### config.mk
export PLATFORM = sky130hd
export DESIGN_NAME = rgb_pwm_sequencer
export DESIGN_NICKNAME = d
export VERILOG_FILES = /design/src/rtl/rgb_seq_pkg.sv /design/src/rtl/btn_debounce.sv /design/src/rtl/rgb_pwm_sequencer.sv
export SDC_FILE = /design/constraint.sdc
export NUM_CORES = 1
export LEC_CHECK = 0
export ABC_AREA = 1
export CAP_MARGIN = 15
export CORE_MARGIN = 3
export CORE_UTILIZATION = 63
export DETAILED_ROUTE_END_ITERATION = 10
export HOLD_SLACK_MARGIN = 0.05
export PLACE_DENSITY = 0.84
export SLEW_MARGIN = 20
export SYNTH_ARGS = -nofsm -noshare
export SYNTH_HDL_FRONTEND = slang
export SYNTH_HIERARCHICAL = 1
export SYNTH_SLANG_ARGS = --single-unit
### constraint.sdc
create_clock -name clk -period 3.4 [get_ports clk]
set_input_delay 0.68 -clock clk [delete_from_list [all_inputs] [get_ports clk]]
set_output_delay 0.68 -clock clk [all_outputs]
set_load 0.005 [all_outputs]
### src/rtl/rgb_seq_pkg.sv
// Shared types and constants for the RGB PWM sequencer: mode and colour-cycle phase
// encodings plus the manual-mode dimming shift.
package rgb_seq_pkg;

    typedef enum logic [1:0] {
        MODE_OFF    = 2'd0,
        MODE_FADE   = 2'd1,
        MODE_CYCLE  = 2'd2,
        MODE_MANUAL = 2'd3
    } mode_t;

    typedef enum logic [1:0] {
        PH_RG = 2'd0,
        PH_GB = 2'd1,
        PH_BR = 2'd2
    } phase_t;

    localparam int MANUAL_LO_SHIFT = 2;

endpackage

### src/rtl/btn_debounce.sv
// One push button: 2-flop synchronizer, stability counter, debounced level and a
// single-cycle press pulse on each debounced rising edge.
module btn_debounce #(
    parameter int CYC = 240000
) (
    input  logic clk,
    input  logic rst,
    input  logic btn,
    output logic level,
    output logic press
);

    localparam int CW = $clog2(CYC + 1);

    logic [1:0]    sync;
    logic [CW-1:0] cnt;

    // NOTE: non-blocking assignments make every flop sample its pre-edge value; with
    // blocking ones the two synchronizer stages would collapse into a single flop.
    always_ff @(posedge clk or posedge rst) begin
        if (rst) begin
            sync  <= '0;
            cnt   <= '0;
            level <= 1'b0;
            press <= 1'b0;
        end else begin
            sync  <= {sync[0], btn};
            press <= 1'b0;
            if (sync[1] == level) begin
                cnt <= '0;
            end else if (cnt == CW'(CYC - 1)) begin
                level <= sync[1];
                press <= sync[1];
                cnt   <= '0;
            end else begin
                cnt <= cnt + 1'b1;
            end
        end
    end

endmodule

### src/rtl/rgb_pwm_sequencer.sv
// Mode-driven controller for two RGB LEDs: debounced buttons select OFF/FADE/CYCLE/MANUAL,
// and a shared free-running counter turns the working duties into six PWM outputs.
module rgb_pwm_sequencer
    import rgb_seq_pkg::*;
#(
    parameter int CLK_FREQ    = 12000000,
    parameter int PWM_BITS    = 8,
    parameter int STEP_MS     = 10,
    parameter int DEBOUNCE_MS = 20
) (
    input  logic       clk,
    input  logic       rst,
    input  logic [3:0] btn,
    input  logic [3:0] sw,
    output logic       led0_r,
    output logic       led0_g,
    output logic       led0_b,
    output logic       led1_r,
    output logic       led1_g,
    output logic       led1_b,
    output logic [1:0] mode,
    output logic       paused
);

    localparam int STEP_CYC = CLK_FREQ / 1000 * STEP_MS;
    localparam int DB_CYC   = CLK_FREQ / 1000 * DEBOUNCE_MS;
    localparam int PCW      = $clog2(STEP_CYC + 1);

    localparam logic [PWM_BITS-1:0] DUTY_MAX = '1;
    localparam logic [PWM_BITS-1:0] DUTY_ONE = PWM_BITS'(1);
    localparam logic [PWM_BITS-1:0] DUTY_TOP = DUTY_MAX - DUTY_ONE;
    localparam logic [PWM_BITS-1:0] DUTY_LO  = DUTY_MAX >> MANUAL_LO_SHIFT;

    logic [3:0] sw_s1, sw_s2;
    logic [3:0] db_level, db_press, btn_evt;

    logic [PCW-1:0] pre_cnt;
    logic           tick;

    mode_t               cur_mode, mode_nx;
    logic                paused_nx;
    logic [PWM_BITS-1:0] duty_r, duty_g, duty_b;
    logic [PWM_BITS-1:0] duty_r_nx, duty_g_nx, duty_b_nx;
    logic                dir_down, dir_down_nx;
    phase_t              phase, phase_nx;

    logic [PWM_BITS-1:0] pwm_cnt;
    logic [PWM_BITS-1:0] act_r, act_g, act_b;
    logic                act_off;
    logic [PWM_BITS-1:0] man_lvl;

    for (genvar i = 0; i < 4; i++) begin : g_db
        btn_debounce #(.CYC(DB_CYC)) u_db (
            .clk   (clk),
            .rst   (rst),
            .btn   (btn[i]),
            .level (db_level[i]),
            .press (db_press[i])
        );
    end

    // The pulse is only ever raised together with the level; qualifying keeps both in use.
    assign btn_evt = db_press & db_level;
    assign tick    = (pre_cnt == PCW'(STEP_CYC - 1));
    assign mode    = cur_mode;
    assign man_lvl = sw_s2[3] ? DUTY_MAX : DUTY_LO;

    always_ff @(posedge clk or posedge rst) begin
        if (rst) begin
            sw_s1   <= '0;
            sw_s2   <= '0;
            pre_cnt <= '0;
        end else begin
            sw_s1   <= sw;
            sw_s2   <= sw_s1;
            pre_cnt <= tick ? '0 : pre_cnt + 1'b1;
        end
    end

    always_ff @(posedge clk or posedge rst) begin
        if (rst) begin
            cur_mode <= MODE_OFF;
            paused   <= 1'b0;
            duty_r   <= '0;
            duty_g   <= '0;
            duty_b   <= '0;
            dir_down <= 1'b0;
            phase    <= PH_RG;
        end else begin
            cur_mode <= mode_nx;
            paused   <= paused_nx;
            duty_r   <= duty_r_nx;
            duty_g   <= duty_g_nx;
            duty_b   <= duty_b_nx;
            dir_down <= dir_down_nx;
            phase    <= phase_nx;
        end
    end

    // NOTE: every next-state signal is given its hold value first, so no branch can leave
    // one unassigned and infer a latch.
    always_comb begin
        mode_nx     = cur_mode;
        paused_nx   = paused;
        duty_r_nx   = duty_r;
        duty_g_nx   = duty_g;
        duty_b_nx   = duty_b;
        dir_down_nx = dir_down;
        phase_nx    = phase;

        if (btn_evt[3] || btn_evt[0] || btn_evt[1]) begin
            if (btn_evt[3])      mode_nx = MODE_OFF;
            else if (btn_evt[0]) mode_nx = mode_t'(cur_mode + 2'd1);
            else                 mode_nx = mode_t'(cur_mode - 2'd1);
            paused_nx   = 1'b0;
            duty_r_nx   = (mode_nx == MODE_CYCLE) ? DUTY_MAX : '0;
            duty_g_nx   = '0;
            duty_b_nx   = '0;
            dir_down_nx = 1'b0;
            phase_nx    = PH_RG;
        end else if (btn_evt[2]) begin
            if (cur_mode == MODE_FADE || cur_mode == MODE_CYCLE) paused_nx = ~paused;
        end else if (cur_mode == MODE_MANUAL) begin
            duty_r_nx = sw_s2[0] ? man_lvl : '0;
            duty_g_nx = sw_s2[1] ? man_lvl : '0;
            duty_b_nx = sw_s2[2] ? man_lvl : '0;
        end else if (tick && !paused) begin
            if (cur_mode == MODE_FADE) begin
                if (!dir_down) begin
                    duty_r_nx = duty_r + DUTY_ONE;
                    if (duty_r == DUTY_TOP) dir_down_nx = 1'b1;
                end else begin
                    duty_r_nx = duty_r - DUTY_ONE;
                    if (duty_r == DUTY_ONE) dir_down_nx = 1'b0;
                end
            end else if (cur_mode == MODE_CYCLE) begin
                unique case (phase)
                    PH_RG: begin
                        duty_g_nx = duty_g + DUTY_ONE;
                        duty_r_nx = duty_r - DUTY_ONE;
                        if (duty_g == DUTY_TOP) phase_nx = PH_GB;
                    end
                    PH_GB: begin
                        duty_b_nx = duty_b + DUTY_ONE;
                        duty_g_nx = duty_g - DUTY_ONE;
                        if (duty_b == DUTY_TOP) phase_nx = PH_BR;
                    end
                    PH_BR: begin
                        duty_r_nx = duty_r + DUTY_ONE;
                        duty_b_nx = duty_b - DUTY_ONE;
                        if (duty_r == DUTY_TOP) phase_nx = PH_RG;
                    end
                    default: phase_nx = PH_RG;
                endcase
            end
        end
    end

    // Active duties only move at the period boundary so a period is never cut short.
    always_ff @(posedge clk or posedge rst) begin
        if (rst) begin
            pwm_cnt <= '0;
            act_r   <= '0;
            act_g   <= '0;
            act_b   <= '0;
            act_off <= 1'b1;
            led0_r  <= 1'b0;
            led0_g  <= 1'b0;
            led0_b  <= 1'b0;
            led1_r  <= 1'b0;
            led1_g  <= 1'b0;
            led1_b  <= 1'b0;
        end else begin
            pwm_cnt <= pwm_cnt + DUTY_ONE;
            if (pwm_cnt == DUTY_MAX) begin
                act_r   <= duty_r;
                act_g   <= duty_g;
                act_b   <= duty_b;
                act_off <= (cur_mode == MODE_OFF);
            end
            led0_r <= (pwm_cnt < act_r);
            led0_g <= (pwm_cnt < act_g);
            led0_b <= (pwm_cnt < act_b);
            led1_r <= !act_off && (pwm_cnt < (DUTY_MAX - act_r));
            led1_g <= !act_off && (pwm_cnt < (DUTY_MAX - act_g));
            led1_b <= !act_off && (pwm_cnt < (DUTY_MAX - act_b));
        end
    end

endmodule

==> results by group <==
Synth
  • Avg Inst Size Synth: 8.21 µm²
  • Syn_nets: 1380
  • Syn Inst Count: 1300
  • Yosys reg bits: 182
  • Yosys top cell by area: dfrtp_1
  • EDFF count, synth: 0
  • Yosys warnings: 6
  • Ys async rst share: 100%
  • Yosys top cell area share: 42.5%
  • Post-synthesis sequential area ratio: 42.7%
  • Ys flop type: dfrtp_1
  • Post-synthesis cell type count: 48
  • Cell Area, Synth: 0.0107 mm²
  • Synth top area cells: dfrtp_1 (42%), nand2_1 (8.3%), ha_1 (8.2%)

Timing
  • Final period util: 67.3%
  • WHS: 0.348 ns
  • Unrepaired setup endpoints after global routing: false
  • Final hold vios: 0
  • Max_slew headroom: 42.0%
  • Slew Viols, Final: 0
  • Setup-failing EPs final: 0
  • Crit path time final: 2.29 ns
  • Clock skew: 0.00874 ns
  • Final TNS setup: 0 ns
  • Least-Margin Pin Slew: 0.869 ns
  • Max Fclk: 437 MHz

Min path
  • Worst min path class: reg2reg

GRT
  • GR Overflow Total: 0
  • First-pass GRT wire length: 37400 µm
  • Pin count of the biggest net entering global routing: 50
  • GRT Overall Usage: 24.6%
  • Number of global-route vias before repair: 8161
  • Initial antenna violation count: 0

CTS
  • Post-CTS Hold Fix Bufs: 0
  • CTS tree: done
  • Clk slew on worst S/H paths: 0.07 ns
  • Clock Tree Root: clkbuf_16
  • CTS sink count: 182
  • H-tree depth: 4
  • # Post-CTS Setup Buffers: 0
  • Worst skew pair latency: 0.43 ns
  • Max clock buf depth: 2
  • Num CTS Buffers: 17
  • Post-CTS Resized: 0

Place
  • Port Buf Inserts: 18
  • Placed Cells: 1528
  • Routability congestion estimate: 0.936
  • Dpl hpwl: 15500 µm

Worst setup path
  • Crit path kind: reg2reg
  • WP buf/inv: 1
  • CP top delay family: adder cells
  • Crit path capture type: register
  • CP startpoint kind: register
  • Required time worst endpoint: 3.75 ns
  • Slowest CP cell: ha_1
  • Largest stage delay, worst path: 0.43 ns
  • Critical path arrival: 2.64 ns
  • CP cell instances: inv_1 -> ha_1 -> xor2_1 -> ha_1 -> o21bai_1 -> nand2_1 -> and3_1 -> o21ai_0 -> nand2_1 -> o21ai_1
  • Crit Path Max Fanout: 10

Power
  • Power Dens Cells: 363 mW/mm²
  • Max VDD drop: 0.000394 V
  • Tot Pwr: 4240 µW
  • Leak: 0.00535 µW

Routing
  • DRC Markers: 0
  • DR pass1 iterations: 5
  • Drt total wl: 21500 µm
  • Vias/cell: 5.40
  • Via count: 8422
  • ANT nets after route: 0
  • 1st-iter DRT viols: 514
  • DR WL/cell: 13.8 µm

Cells and area
  • Nets: 1411
  • Layout Cells excl Fill: 1560
  • Antenna diodes: 0
  • Core Util, Final: 72.0%
  • Area growth syn-to-layout: 9.55%
  • Fraction of layout cells with a size suffix above 1: 11.1%

Flow run
  • Max cap viols: 0

Die
  • Row count: 46
  • Core area: 0.0162 mm²
  • Starting Density: 65.7%
  • # IOs: 19
  • Die width: 136 µm
  • Die height: 136 µm
  • Die area: 0.0185 mm²

Status
  • Status: complete, no violations
-- metrics by stage --
stage               setup slack [ns]  area [µm²]
floorplan                      0.273       10700
global placement                1.24       11100
detailed placement              1.17       11100
CTS                             1.14       11700
global route                   0.926       11700
finish                          1.11       11700
-- final timing paths --
path	from	to	slack [ns]	depth (start not counted)
min in group asynchronous	rst	dir_down	0.79	2
max in group asynchronous	rst	pre_cnt[8]	1.81	3
min	g_db[3].u_db/sync[0]	g_db[3].u_db/sync[1]	0.35	0
max reg2reg	phase[1]	duty_g[4]	1.11	10
max	phase[1]	duty_g[4]	1.11	10
min reg2reg	g_db[3].u_db/sync[0]	g_db[3].u_db/sync[1]	0.35	0
-- state kept, by name, indices dropped and copies added, names as in the netlist, 4 cells and up --
register and flops:
pre_cnt 17, duty_r 8, duty_g 8, g_db.u_db/press 4, duty_b 8, g_db.u_db/level 4
act_b 8, g_db.u_db/cnt 72, sw_s1 4, sw_s2 4, g_db.u_db/sync 8, act_r 8
pwm_cnt 8, act_g 8
-- where the power goes --
part / internal [µW] / total (µW) / switching (µW)
Sequential: 2190 / 2200 / 12.4
Combinational: 26.4 / 101 / 74.5
Clock: 1090 / 1940 / 844
Total: 3310 / 4240 / 931
-- cells in the mapped netlist (6+ instances only) --
| cell type | count |
|---|---|
| inv_1 | 161 |
| nor2_4 | 13 |
| nor2_1 | 147 |
| dfrtp_1 | 181 |
| inv_2 | 16 |
| nand2_2 | 18 |
| nand4_1 | 19 |
| ha_1 | 70 |
| o21ai_1 | 18 |
| nand3_1 | 101 |
| nor3b_1 | 8 |
| o211ai_1 | 6 |
| o21ai_0 | 61 |
| nor2_2 | 26 |
| xnor2_1 | 18 |
| nand2_1 | 236 |
| or2_2 | 8 |
| xor2_1 | 42 |
| nor3_1 | 27 |
| clkbuf_1 | 6 |
| a21oi_1 | 55 |
-- layout make-up --
| cell class | instances | area [µm²] |
|---|---|---|
| clock buffer | 19 | 433 |
| fill | 1232 | 4540 |
| sequential | 182 | 4560 |
| inverter | 179 | 676 |
| tap | 216 | 270 |
| timing repair buffer | 22 | 210 |
| clock inverter | 13 | 151 |
| multi-input combinational | 929 | 5390 |
-- logic make-up after synthesis --
| group | share of synthesized area (%) |
|---|---|
| buffers and inverters | 6.77 |
| and+or+nand+nor | 29.0 |
| adders and majority gates | 8.21 |
| muxes | 0.199 |
| xor gates and xnor gates | 5.54 |
| DFF | 42.7 |
| AOI/OAI and AO/OA | 7.59 |
-- placed cells by master, fill, tap and decap left out, types with 6 or more instances in the layout --
| cell type | Yosys | final |
|---|---|---|
| a21oi_1 | 55 | 55 |
| clkbuf_16 | 0 | 17 |
| clkdlybuf4s50_1 | 0 | 18 |
| dfrtp_1 | 181 | 181 |
| ha_1 | 70 | 70 |
| inv_1 | 161 | 160 |
| inv_2 | 16 | 16 |
| nand2_1 | 236 | 236 |
| nand2_2 | 18 | 18 |
| nand3_1 | 101 | 101 |
| nand4_1 | 19 | 19 |
| nor2_1 | 147 | 147 |
| nor2_2 | 26 | 26 |
| nor2_4 | 13 | 13 |
| nor3_1 | 27 | 27 |
| nor3b_1 | 8 | 8 |
| o211ai_1 | 6 | 6 |
| o21ai_0 | 61 | 61 |
| o21ai_1 | 18 | 18 |
| or2_2 | 8 | 8 |
| xnor2_1 | 18 | 18 |
| xor2_1 | 42 | 42 |
-- per-layer routing --
| metal | part of all wire [%] | vias up | GRT usage (%) |
|---|---|---|---|
| li1 | - | 4246 | - |
| met1 | 45 | 3974 | 32.4 |
| met2 | 50 | 180 | 42.2 |
| met3 | 4.3 | 22 | 4.81 |
| met4 | 1.0 | 0 | 5.94 |
| met5 | 0 | - | 0 |
(Power assumes the default switching activity.)
